### src/rtl/counter_sw_rpt.sv
// rtl/counter_sw_rpt.sv - switch-driven bounded up/down counter with debounce, auto-repeat and acceleration
// Each switch channel: polarity fix, 2-flop sync, debounce, repeat FSM producing registered step pulses.
module counter_sw_rpt #(
   parameter int WIDTH_COUNTER   = 8,
   parameter int STEP            = 10,
   parameter int STEP_FAST       = 50,
   parameter int REPEAT_DELAY    = 20_000_000,
   parameter int REPEAT_RATE     = 5_000_000,
   parameter int FAST_AFTER      = 8,
   parameter int DEBOUNCE_CYCLES = 500_000,
   parameter int ACTIVE_LOW      = 1,
   parameter int SATURATE        = 1,
   parameter int MIN_VAL         = 0,
   parameter int MAX_VAL         = 2**WIDTH_COUNTER - 1,
   parameter int RESET_VAL       = 0
) (
   input  logic                     clk_i,
   input  logic                     reset_ni,
   input  logic                     switch_up_i,
   input  logic                     switch_down_i,
   input  logic                     clear_i,
   output logic [WIDTH_COUNTER-1:0] counter_o,
   output logic                     at_min_o,
   output logic                     at_max_o
);

   localparam int T_MAX_A = (REPEAT_DELAY > REPEAT_RATE) ? REPEAT_DELAY : REPEAT_RATE;
   localparam int T_MAX   = (T_MAX_A > DEBOUNCE_CYCLES) ? T_MAX_A : DEBOUNCE_CYCLES;
   localparam int TW      = (T_MAX < 1) ? 1 : $clog2(T_MAX + 1);
   localparam int RW      = $clog2(FAST_AFTER + 2);
   localparam int CW      = WIDTH_COUNTER + 2;

   localparam logic [TW-1:0] RD_LOAD = TW'(REPEAT_DELAY - 1);
   localparam logic [TW-1:0] RR_LOAD = TW'(REPEAT_RATE - 1);
   localparam logic [TW-1:0] DB_LAST = TW'(DEBOUNCE_CYCLES - 1);
   localparam logic [RW-1:0] RPT_SAT = RW'(FAST_AFTER + 1);
   localparam logic [RW-1:0] FAST_AT = RW'(FAST_AFTER);

   localparam logic signed [CW-1:0] MIN_W  = CW'(MIN_VAL);
   localparam logic signed [CW-1:0] MAX_W  = CW'(MAX_VAL);
   localparam logic signed [CW-1:0] STEP_W = CW'(STEP);
   localparam logic signed [CW-1:0] FAST_W = CW'(STEP_FAST);
   localparam logic signed [CW-1:0] ONE_W  = CW'(1);
   localparam logic [WIDTH_COUNTER-1:0] MIN_C   = WIDTH_COUNTER'(MIN_VAL);
   localparam logic [WIDTH_COUNTER-1:0] MAX_C   = WIDTH_COUNTER'(MAX_VAL);
   localparam logic [WIDTH_COUNTER-1:0] RESET_C = WIDTH_COUNTER'(RESET_VAL);

   typedef enum logic [1:0] {ST_IDLE, ST_DELAY, ST_REPEAT} state_t;

   // Channel 0 = up, channel 1 = down; 1 means pressed after polarity correction.
   logic [1:0] raw;
   logic [1:0] step;
   logic [1:0] fast;

   assign raw = (ACTIVE_LOW != 0) ? ~{switch_down_i, switch_up_i} : {switch_down_i, switch_up_i};

   for (genvar g = 0; g < 2; g++) begin : g_ch
      logic          sync1, sync2, deb, deb_d;
      logic          step_q, fast_q, emit, emit_fast;
      state_t        state, state_nx;
      logic [TW-1:0] timer, timer_nx;
      logic [RW-1:0] rpt, rpt_nx;

      always_ff @(posedge clk_i or negedge reset_ni) begin
         if (!reset_ni) begin
            sync1 <= 1'b0;
            sync2 <= 1'b0;
            deb_d <= 1'b0;
         end else begin
            sync1 <= raw[g];
            sync2 <= sync1;
            deb_d <= deb;
         end
      end

      if (DEBOUNCE_CYCLES == 0) begin : g_bypass
         assign deb = sync2;
      end else begin : g_deb
         logic [TW-1:0] db_cnt;
         logic          deb_q;

         // Count consecutive cycles of disagreement; any agreement restarts the count.
         always_ff @(posedge clk_i or negedge reset_ni) begin
            if (!reset_ni) begin
               db_cnt <= '0;
               deb_q  <= 1'b0;
            end else if (sync2 == deb_q) begin
               db_cnt <= '0;
            end else if (db_cnt == DB_LAST) begin
               db_cnt <= '0;
               deb_q  <= sync2;
            end else begin
               db_cnt <= db_cnt + TW'(1);
            end
         end
         assign deb = deb_q;
      end

      always_comb begin
         state_nx  = state;
         timer_nx  = timer;
         rpt_nx    = rpt;
         emit      = 1'b0;
         emit_fast = 1'b0;
         if (!deb) begin
            state_nx = ST_IDLE;
            timer_nx = '0;
            rpt_nx   = '0;
         end else begin
            case (state)
               ST_IDLE: begin
                  if (!deb_d) begin
                     emit     = 1'b1;
                     timer_nx = RD_LOAD;
                     state_nx = ST_DELAY;
                  end
               end
               ST_DELAY: begin
                  if (timer == '0) begin
                     emit      = 1'b1;
                     emit_fast = (FAST_AFTER == 0);
                     rpt_nx    = RW'(1);
                     timer_nx  = RR_LOAD;
                     state_nx  = ST_REPEAT;
                  end else begin
                     timer_nx = timer - TW'(1);
                  end
               end
               ST_REPEAT: begin
                  if (timer == '0) begin
                     emit      = 1'b1;
                     // rpt holds the previous repeat number, so this step is rpt+1.
                     emit_fast = (rpt >= FAST_AT);
                     timer_nx  = RR_LOAD;
                     if (rpt != RPT_SAT) begin
                        rpt_nx = rpt + RW'(1);
                     end
                  end else begin
                     timer_nx = timer - TW'(1);
                  end
               end
               default: state_nx = ST_IDLE;
            endcase
         end
      end

      always_ff @(posedge clk_i or negedge reset_ni) begin
         if (!reset_ni) begin
            state  <= ST_IDLE;
            timer  <= '0;
            rpt    <= '0;
            step_q <= 1'b0;
            fast_q <= 1'b0;
         end else begin
            state  <= state_nx;
            timer  <= timer_nx;
            rpt    <= rpt_nx;
            step_q <= emit;
            fast_q <= emit_fast;
         end
      end

      assign step[g] = step_q;
      assign fast[g] = fast_q;
   end

   logic signed [CW-1:0]     cur, mag, res;
   logic [WIDTH_COUNTER-1:0] counter_nx;

   // Two extra bits keep sum and difference exact before the bound fold.
   always_comb begin
      cur        = signed'({2'b00, counter_o});
      mag        = (step[0] ? fast[0] : fast[1]) ? FAST_W : STEP_W;
      res        = cur;
      counter_nx = counter_o;
      if (step == 2'b01) begin
         res = cur + mag;
         if (res > MAX_W) begin
            res = (SATURATE != 0) ? MAX_W : MIN_W + (res - MAX_W - ONE_W);
         end
      end else if (step == 2'b10) begin
         res = cur - mag;
         if (res < MIN_W) begin
            res = (SATURATE != 0) ? MIN_W : MAX_W - (MIN_W - res - ONE_W);
         end
      end
      counter_nx = res[WIDTH_COUNTER-1:0];
      if (clear_i) begin
         counter_nx = RESET_C;
      end
   end

   always_ff @(posedge clk_i or negedge reset_ni) begin
      if (!reset_ni) begin
         counter_o <= RESET_C;
      end else begin
         counter_o <= counter_nx;
      end
   end

   assign at_min_o = (counter_o == MIN_C);
   assign at_max_o = (counter_o == MAX_C);

endmodule

### config.mk
export PLATFORM = sky130hd
export DESIGN_NAME = counter_sw_rpt
export DESIGN_NICKNAME = d
export VERILOG_FILES = /design/src/rtl/counter_sw_rpt.sv
export SDC_FILE = /design/constraint.sdc
export NUM_CORES = 1
export LEC_CHECK = 0
export BUFFER_PORTS_ARGS = -buffer_cell sky130_fd_sc_hd__buf_2
export CAP_MARGIN = 20
export CORE_MARGIN = 2
export CORE_UTILIZATION = 61
export CTS_CLUSTER_SIZE = 30
export DETAILED_ROUTE_END_ITERATION = 8
export PLACE_DENSITY = 0.81
export SKIP_CTS_REPAIR_TIMING = 1
export SYNTH_ARGS = -nofsm -noshare
export SYNTH_HDL_FRONTEND = slang
export SYNTH_SLANG_ARGS = --single-unit
export TNS_END_PERCENT = 1
### constraint.sdc
create_clock -name clk_i -period 3.7 [get_ports clk_i]
set_input_delay 0.74 -clock clk_i [delete_from_list [all_inputs] [get_ports clk_i]]
set_output_delay 0.74 -clock clk_i [all_outputs]
set_load 0.005 [all_outputs]
==> impl_metrics.py, run 1 <==
metrics = {
    "critical_path": {
        "cp_slowest_cell": "o311ai_0",
        "crit_chain": "mux2i_1, ha_1, a31oi_1, o311ai_0, nand2_1, a211o_1, and3_1, o21ai_0",
        "start_kind": "flip-flop",
        "crit_fanout": 14,
        "crit_arrival_ps": 3530,
        "crit_type": "reg2reg",
        "worstSetupStartpoint": "g_ch[0].step_q",
        "worst-path-buf-inv": 0,
        "r2r_start": "g_ch[0].step_q",
        "cp_top_family": "compound AO/OA/AOI/OAI gates",
        "slowest_delay_ps": 760,
        "cp.required_ps": 4040,
        "cp-end-kind": "flip-flop",
    },
    "power_and_ir_drop": {
        "ir_worst_vdd_uv": 312.0,
        "power.leakage_nw": 3.785,
        "p_per_area_nw_per_um2": 375.9,
    },
    "synthesis": {
        "yosysSeqAreaShare_pct": 43.83,
        "ys_ff_latch": 132,
        "synthMuxAreaShare_pct": 0.8468,
        "yosysUniqueCellTypes": 63,
        "synth_area_um2": 7536,
        "synth_area_per_cell_um2": 9.004,
        "syn_inst": 837,
        "yosys.area_share.simple_pct": 23.56,
        "synth-edff-count": 0,
        "synth_xor_area_share_pct": 5.927,
        "synthArstFlopShare_pct": 100.0,
        "yosysTopAreaCellShare_pct": 43.83,
        "synth_top_area_cell": "dfrtp_1",
        "syn_nets": 871,
        "ys.warnings.count": 0,
        "synth_top_family_by_area": "simple AND/OR/NAND/NOR gates",
        "synth_ff_type": "dfrtp_1",
        "synth_compound_gate_area_share_pct": 17.58,
        "synthTopCellsByArea": "dfrtp_1 44%, ha_1 4.8%, o21ai_0 4.8%",
        "yosys.area_share.adder_pct": 4.815,
    },
    "clocking": {
        "clk_latency_ps": 420,
        "root_buffer": "clkbuf_16",
        "clock-sinks": 132,
        "cts_max_level": 4,
        "cts.reportedPaths.clkPinSlew_ps": 50,
        "numCtsBuffers": 17,
        "clockBufferDepth": 2,
        "cts_tree": "built",
    },
    "final_layout": {
        "drive_gt1_share_pct": 7.529,
        "multi_input_area_um2": 3974,
        "antennaDiodeCount": 0,
        "seqCellArea_um2": 3303,
        "postLayoutCoreUtil_pct": 68.76,
        "nNetsFinal": 874,
        "syn_to_final_growth_pct": 9.597,
        "design_area_um2": 8259,
        "nFillCells": 928,
    },
    "timing": {
        "finalCritPeriodShare_pct": 86.44,
        "max_freq_mhz": 312.7,
        "min_period_ps": 3198,
        "finalSetupTns_ps": 0,
        "relSlewSlack_pct": 40.32,
        "grt_setup_unrepaired": "false",
        "hold_viol_final": 0,
        "drv_slew": 0,
        "setup_viol": 0,
        "skew_ps": 6.831,
        "tightest_slew_ps": 884.0,
    },
    "place": {
        "port_buffers": 14,
        "post-dp-hpwl_mm": 10.77,
        "gp_congestion": 0.9268,
        "post_dp_cell_area_um2": 7711,
    },
    "floorplan": {
        "boundaryPins": 15,
        "initial_utilization_pct": 62.74,
        "core_area_um2": 12010,
        "die-height_um": 115.2,
        "die-area_um2": 13260,
        "die_w_um": 115.2,
        "placementRows": 40,
    },
    "grt": {
        "grt_max_degree": 66,
        "grt_pass1_vias": 6148,
        "grt_usage_pct": 25.74,
        "grt_pass1_wl_mm": 27.50,
        "overflow": 0,
        "antenna_found_initial": 0,
    },
    "route": {
        "viasPerCell": 6.355,
        "vias": 6336,
        "first_iter_violations": 613,
        "drc": 0,
        "wl_per_cell_um": 16.04,
        "firstDrtPassIters": 5,
        "drt.antenna.violating_nets": 0,
        "drt_wl_total_mm": 15.99,
    },
    "flow_run": {
        "drv_cap": 0,
    },
    "run_status": {
        "status": "completed",
    },
    "min_path": {
        "holdCritPathClass": "in2async",
    },
}
synthesized netlist by cell type, drive strengths merged, types with 3 or more instances:
library cell,count
o221a,6
clkbuf,32
nand2b,10
mux2i,3
o31ai,7
or2,3
mux2,3
xor2,32
a21o,6
or4,11
o21a,10
o22ai,3
and4,5
a22o,11
and2,3
o31a,3
dfrtp,132
o41ai,3
a31oi,10
and3,13
a22oi,4
nor3b,5
nand2,62
a21oi,33
xnor2,19
nor4b,4
nor2b,14
ha,29
nand3b,4
or3,14
nand3,43
inv,32
nand4,14
a211oi,3
a21boi,12
buf,4
nor2,88
nor3,37
o21ai,73
nor4,13
cell type report:
class                           count  share of cell area, %
Sequential cell                   132                  39.99
Inverter                           32                  1.454
Clock inverter                      6                 0.9696
Timing Repair Buffer               20                  1.576
Clock buffer                       23                  5.666
Multi-Input combinational cell    637                  48.11
Tap cell                          147                  2.227
cells by family after synthesis:
kind of cell,after synthesis
DFF,132
AOI/OAI and AO/OA,203
muxes,6
and+or+nand+nor,348
buffers and inverters,68
xor gates and xnor gates,51
adders and majority gates,29
worst register-to-register path, cell delays in order, from the launching register on:
cell      delay [ps]
dfrtp_1          590
mux2i_1          460
ha_1             320
a31oi_1          150
o311ai_0         760
nand2_1          110
a211o_1          330
and3_1           220
o21ai_0          170
cell usage in the layout, fill, tap and decap left out, types with 14 or more instances in the layout:
master | Yosys | routed
nand2_1 | 62 | 62
a21oi_1 | 33 | 33
clkbuf_16 | 0 | 17
xor2_1 | 32 | 32
nor2b_1 | 14 | 14
nor2_1 | 88 | 88
o21ai_0 | 72 | 72
ha_1 | 29 | 29
xnor2_1 | 19 | 19
inv_1 | 32 | 32
dfrtp_1 | 132 | 132
nand3_1 | 43 | 43
nand4_1 | 14 | 14
nor3_1 | 36 | 36
worst paths after layout:
kind / slack [ps] / endpoint / cells after the start
min in group clk_i: 350 / g_ch[0].sync2 / 0
max reg2reg: 500 / counter_o[4] / 8
min: 270 / g_ch[1].rpt[2] / 1
max in group asynchronous: 2620 / g_ch[1].g_deb.db_cnt[2] / 2
max: 500 / counter_o[4] / 8
min reg2reg: 350 / g_ch[0].sync2 / 0
sequential cells by signal, indices dropped and copies added (netlist names), 4 cells and up:
name               flops
g_ch.state             4
g_ch.rpt               8
g_ch.g_deb.db_cnt     50
g_ch.timer            50
counter_o              8
metrics by stage:
step,std cells,hold slack (ps),setup WS (ps),total power [mW]
after floorplan,837,331.2,889.6,1.502
after global placement,968,332.4,773.8,1.541
after detailed placement,968,340.2,587.6,1.543
after CTS,997,275.5,528.1,3.138
after global routing,997,299.8,311.6,3.207
final,997,270.0,501.9,3.105
per-layer routing:
layer / up-vias / part of all wire, % / global-route usage (%)
li1: 3018 / - / -
met1: 3111 / 44 / 32.66
met2: 164 / 49 / 42.82
met3: 43 / 4.1 / 5.640
met4: 0 / 2.2 / 10.92
met5: - / 0 / 0
power by group:
part	leakage (nW)	internal, mW	switching, mW
registers	1.83	1.45	0.00711
logic	1.68	0.0120	0.0443
clock network	0.273	1.01	0.580
Note: power is estimated with default switching activity, not from simulation.
==> inputs of run 2 (changes only) <==
REMOVE_ABC_BUFFERS = 1   (was not set)
==> run 2 against run 1 <==
Effect of this change: sequential power is essentially flat; count of clock-buffer cells in the layout shrank 4; total power grew 0.44%; die area is the same; worst setup slack gained 130 ps; sequential cell count is the same; routed wire length grew 0.32%; core utilization grew 0.27 points; critical path type unchanged; critical endpoint unchanged; highest routed layer unchanged.
==> impl_metrics.py, run 2 (same netlist as run 1, synthesis figures left out) <==
metrics = {
    "run_status": {
        "status": "completed",
    },
    "clocking": {
        "clockBufferDepth": 2,
        "numCtsBuffers": 17,
        "root_buffer": "clkbuf_16",
        "clk_latency_ps": 430,
        "cts_max_level": 4,
        "cts.reportedPaths.clkPinSlew_ps": 60,
        "cts_tree": "built",
        "clock-sinks": 132,
    },
    "route": {
        "met2_length_mm": 7.862,
        "vias": 6259,
        "top_layer": "met4",
        "drt.antenna.violating_nets": 0,
        "met3_length_um": 776,
        "drt_wl_total_mm": 16.04,
        "met1_length_mm": 7.186,
        "drc": 0,
        "firstDrtPassIters": 5,
        "wl_per_cell_um": 16.04,
        "first_iter_violations": 538,
        "viasPerCell": 6.259,
    },
    "final_layout": {
        "layout_commonest_cell": "dfrtp_1",
        "final_cell_mix": "132 x dfrtp_1, 88 x nor2_1, 72 x o21ai_0",
        "nFillCells": 910,
        "instances_no_fill": 1000,
        "reg_top3": "g_ch.g_deb.db_cnt: 50 flops, g_ch.timer: 50 flops",
        "drive_gt1_share_pct": 8.206,
        "antennaDiodeCount": 0,
        "syn_to_final_growth_pct": 10.03,
        "nNetsFinal": 874,
        "design_area_um2": 8292,
        "multi_input_area_um2": 3974,
        "seqCellArea_um2": 3303,
    },
    "floorplan": {
        "placementRows": 40,
        "boundaryPins": 15,
        "die_w_um": 115.2,
        "die-area_um2": 13260,
        "die-height_um": 115.2,
        "core_area_um2": 12010,
        "initial_utilization_pct": 62.74,
    },
    "power_and_ir_drop": {
        "p_per_area_nw_per_um2": 376.1,
        "ir_worst_vdd_uv": 372.4,
        "power.leakage_nw": 3.783,
    },
    "critical_path": {
        "cp.required_ps": 4040,
        "cp_slowest_cell": "o311ai_0",
        "r2r_cells": 8,
        "slowest_delay_ps": 700,
        "crit_arrival_ps": 3410,
        "rr_endpoint": "counter_o[4]",
        "r2r_start": "g_ch[0].step_q",
        "cp-end-kind": "flip-flop",
        "worst-path-buf-inv": 0,
        "start_kind": "flip-flop",
        "crit_fanout": 14,
        "cp_top_family": "compound AO/OA/AOI/OAI gates",
        "crit_type": "reg2reg",
        "rrSetupSlack_ps": 640,
        "crit_chain": "mux2i_1, ha_1, a31oi_1, o311ai_0, nand2_1, a211o_1, and3_1, o21ai_0",
    },
    "timing": {
        "tightest_slew_ps": 922.4,
        "hold_viol_final": 0,
        "whs_ps": 182.6,
        "drv_slew": 0,
        "max_freq_mhz": 326.4,
        "relSlewSlack_pct": 38.51,
        "min_period_ps": 3064,
        "finalCritPeriodShare_pct": 82.81,
        "finalSetupTns_ps": 0,
        "skew_ps": 7.016,
        "fin_ws_ps": 636.0,
        "setup_viol": 0,
        "grt_setup_unrepaired": "false",
    },
    "place": {
        "post_dp_cell_area_um2": 7695,
        "gp_congestion": 0.8514,
        "post-dp-hpwl_mm": 10.47,
        "dpl.cell_count": 967,
        "place_ws_ps": 673.5,
        "port_buffers": 14,
    },
    "grt": {
        "overflow": 0,
        "grt_usage_pct": 26.04,
        "antenna_found_initial": 0,
        "grt_max_degree": 126,
        "grt_pass1_vias": 6009,
        "grt_pass1_wl_mm": 27.66,
    },
    "flow_run": {
        "drv_cap": 0,
    },
    "min_path": {
        "holdCritPathClass": "in2async",
    },
}
==> run 2: per-layer routing <==
| metal | up-vias | GRT usage (%) |
|---|---|---|
| li1 | 3028 | - |
| met3 | 23 | 6.062 |
| met5 | - | 0 |
| met4 | 0 | 8.996 |
| met2 | 162 | 42.35 |
| met1 | 3046 | 34.49 |
==> run 2: power by group <==
part	internal [mW]	total, mW	switching [mW]
clock	0.948	1.60	0.653
combinational	0.0133	0.0579	0.0446
sequential	1.45	1.46	0.00742
==> run 2: how the worst max path moves through the flow <==
| stage | cells past startpoint | startpoint | to | slack [ps] |
|---|---|---|---|---|
| floorplan | 8 | g_ch[1].timer[0] | g_ch[1].timer[13] | 1050 |
| global placement | 8 | g_ch[0].step_q | counter_o[4] | 810 |
| detailed placement | 8 | g_ch[0].step_q | counter_o[4] | 670 |
| CTS | 8 | g_ch[0].step_q | counter_o[1] | 650 |
| global route | 8 | g_ch[0].step_q | counter_o[4] | 390 |
| finish | 8 | g_ch[0].step_q | counter_o[4] | 640 |
==> run 2: per-stage QoR <==
| step | utilization (%) | power (mW) |
|---|---|---|
| 2_1_floorplan | - | 1.500 |
| 3_3_place_gp | 64.06 | 1.538 |
| 3_5_place_dp | 64.06 | 1.541 |
| 4_1_cts | 68.80 | 3.147 |
| 5_1_grt | 69.03 | 3.238 |
| 6_report | 69.03 | 3.118 |
==> run 2: layout make-up <==
type                       instances  share of cell area [%]
timing repair buffer              20                   1.705
tap                              147                   2.218
clock buffer                      19                   5.342
multi-input combinational        637                   47.93
inverter                          32                   1.449
clock inverter                    13                   1.524
sequential                       132                   39.84
==> run 2: worst register-to-register path, delay by kind of cell (launching register included) <==
| kind | cells | cell delay [ps] |
|---|---|---|
| mux | 1 | 420 |
| fa+ha+maj | 1 | 300 |
| simple gates | 2 | 330 |
| compound gates | 4 | 1360 |
| flops | 1 | 590 |
==> inputs of run 3 (changes only) <==
clock period = 3.2 ns   (was 3.7 ns; I/O delays follow)
==> run 3 against run 2 <==
Effect of this change: cell area grew 0.72%; non-clock buffer count grew 7; critical path depth shrank 2; via count grew 2.6%; combinational power grew 15%; count of clock-buffer cells in the layout is the same; fmax grew 7.8%; worst setup slack lost 280 ps; register-to-register slack lost 280 ps; first-iteration DRC count grew 2.8%; critical path type unchanged; largest cell class unchanged; largest power group unchanged.
==> impl_metrics.py, run 3 (same netlist as run 1, synthesis figures left out) <==
metrics = {
    "power_and_ir_drop": {
        "p_per_area_nw_per_um2": 441.9,
        "ir_worst_vdd_uv": 411.3,
        "p_total_mw": 3.691,
        "power.leakage_nw": 3.827,
    },
    "run_status": {
        "status": "completed",
    },
    "route": {
        "first_iter_violations": 553,
        "drt_wl_total_mm": 16.71,
        "drt.antenna.violating_nets": 0,
        "wl_per_cell_um": 16.60,
        "vias": 6419,
        "drc": 0,
        "firstDrtPassIters": 5,
        "viasPerCell": 6.374,
    },
    "critical_path": {
        "crit_fanout": 11,
        "r2r_cells": 6,
        "start_kind": "flip-flop",
        "rrSetupSlack_ps": 360,
        "r2r_start": "g_ch[0].timer[9]",
        "rr_endpoint": "g_ch[0].rpt[2]",
        "crit_type": "reg2reg",
        "cp.required_ps": 3520,
        "cp-end-kind": "flip-flop",
        "crit_arrival_ps": 3160,
    },
    "final_layout": {
        "layout_commonest_cell": "dfrtp_1",
        "instances_no_fill": 1007,
        "syn_to_final_growth_pct": 10.83,
        "antennaDiodeCount": 0,
        "reg_top3": "g_ch.g_deb.db_cnt: 50 flops, g_ch.timer: 50 flops",
        "final_cell_mix": "132 x dfrtp_1, 88 x nor2_1, 72 x o21ai_0",
        "postLayoutCoreUtil_pct": 69.53,
        "nNetsFinal": 881,
        "drive_gt1_share_pct": 8.837,
    },
    "timing": {
        "relSlewSlack_pct": 43.67,
        "min_period_ps": 2843,
        "drv_slew": 0,
        "setup_viol": 0,
        "hold_viol_final": 0,
        "max_freq_mhz": 351.7,
        "tightest_slew_ps": 834.3,
        "finalSetupTns_ps": 0,
        "skew_ps": 15.48,
        "finalCritPeriodShare_pct": 88.85,
        "grt_setup_unrepaired": "false",
    },
    "min_path": {
        "holdCritPathClass": "in2async",
    },
    "floorplan": {
        "placementRows": 40,
        "boundaryPins": 15,
        "initial_utilization_pct": 62.74,
        "die-area_um2": 13260,
        "die_w_um": 115.2,
        "core_area_um2": 12010,
        "die-height_um": 115.2,
    },
    "clocking": {
        "cts_max_level": 4,
        "cts_tree": "built",
        "clock-sinks": 132,
        "numCtsBuffers": 17,
        "clockBufferDepth": 2,
        "clk_latency_ps": 440,
        "root_buffer": "clkbuf_16",
        "cts.reportedPaths.clkPinSlew_ps": 60,
    },
    "grt": {
        "grt_pass1_vias": 6051,
        "grt_use_met3_pct": 5.904,
        "grt_max_degree": 76,
        "grt_usage_pct": 26.97,
        "grt_use_met1_pct": 34.38,
        "antenna_found_initial": 0,
        "grt_busiest_layer": "met2",
        "grt_pass1_wl_mm": 28.48,
        "overflow": 0,
        "met2_usage_pct": 44.75,
    },
    "place": {
        "dpl.cell_count": 975,
        "post-dp-hpwl_mm": 11.18,
        "gp_congestion": 0.9109,
        "port_buffers": 14,
    },
    "flow_run": {
        "drv_cap": 0,
    },
}
run 3: changes by cell type in the layout (fill, tap and decap cells not counted):
| cell | change |
|---|---|
| buf_16 | -1 |
| clkbuf_8 | -1 |
| buf_12 | +1 |
| clkbuf_1 | +1 |
| clkinvlp_4 | -1 |
| clkinv_4 | -1 |
| buf_4 | +7 |
| inv_8 | +1 |
| bufinv_16 | +1 |
run 3: power breakdown:
group	total (mW)	switching (mW)	internal, mW
Clock	1.94	0.777	1.16
Combinational	0.0668	0.0523	0.0144
Sequential	1.69	0.00969	1.68
Total	3.69	0.839	2.85
run 3: through the flow:
| stage | hold WS, ps | setup slack [ps] | area [um^2] |
|---|---|---|---|
| finish | 215.5 | 356.9 | 8352 |
| global route | 284.5 | 203.1 | 8352 |
| floorplan | 331.2 | 546.9 | 7397 |
| detailed placement | 346.6 | 400.3 | 7767 |
| global placement | 342.6 | 541.3 | 7767 |
| CTS | 241.7 | 396.5 | 8352 |
run 3: area by class of cell:
type,instances,area (um^2)
Clock buffer,19,432.9
Clock inverter,13,151.4
Fill cell,925,3660
Inverter,32,120.1
Multi-Input combinational cell,637,3974
Sequential cell,132,3303
Tap cell,147,183.9
Timing Repair Buffer,27,186.4
run 3: worst max path at each step:
stage                           from                end  slack [ps]
finish              g_ch[0].timer[9]     g_ch[0].rpt[2]         360
floorplan           g_ch[1].timer[0]  g_ch[1].timer[13]         550
detailed placement  g_ch[0].timer[9]     g_ch[0].rpt[2]         400
CTS                 g_ch[0].timer[9]     g_ch[0].rpt[2]         400
global placement    g_ch[0].timer[9]     g_ch[0].rpt[2]         540
global route        g_ch[0].timer[9]     g_ch[0].rpt[2]         200
run 3: metal layers:
metal  part of all wire [%]  vias to the layer above
met5                      0                        -
met4                    2.4                        0
met3                    4.5                       48
met2                     50                      183
met1                     44                     3145
li1                       -                     3043
run 3: critical path, stage by stage, from the launching register on:
cell and delay, ps:
dfrtp_1 430, nor4_1 570, nand3_1 440, or3_1 610, a211oi_4 330, a21boi_0 150, o21a_1 210
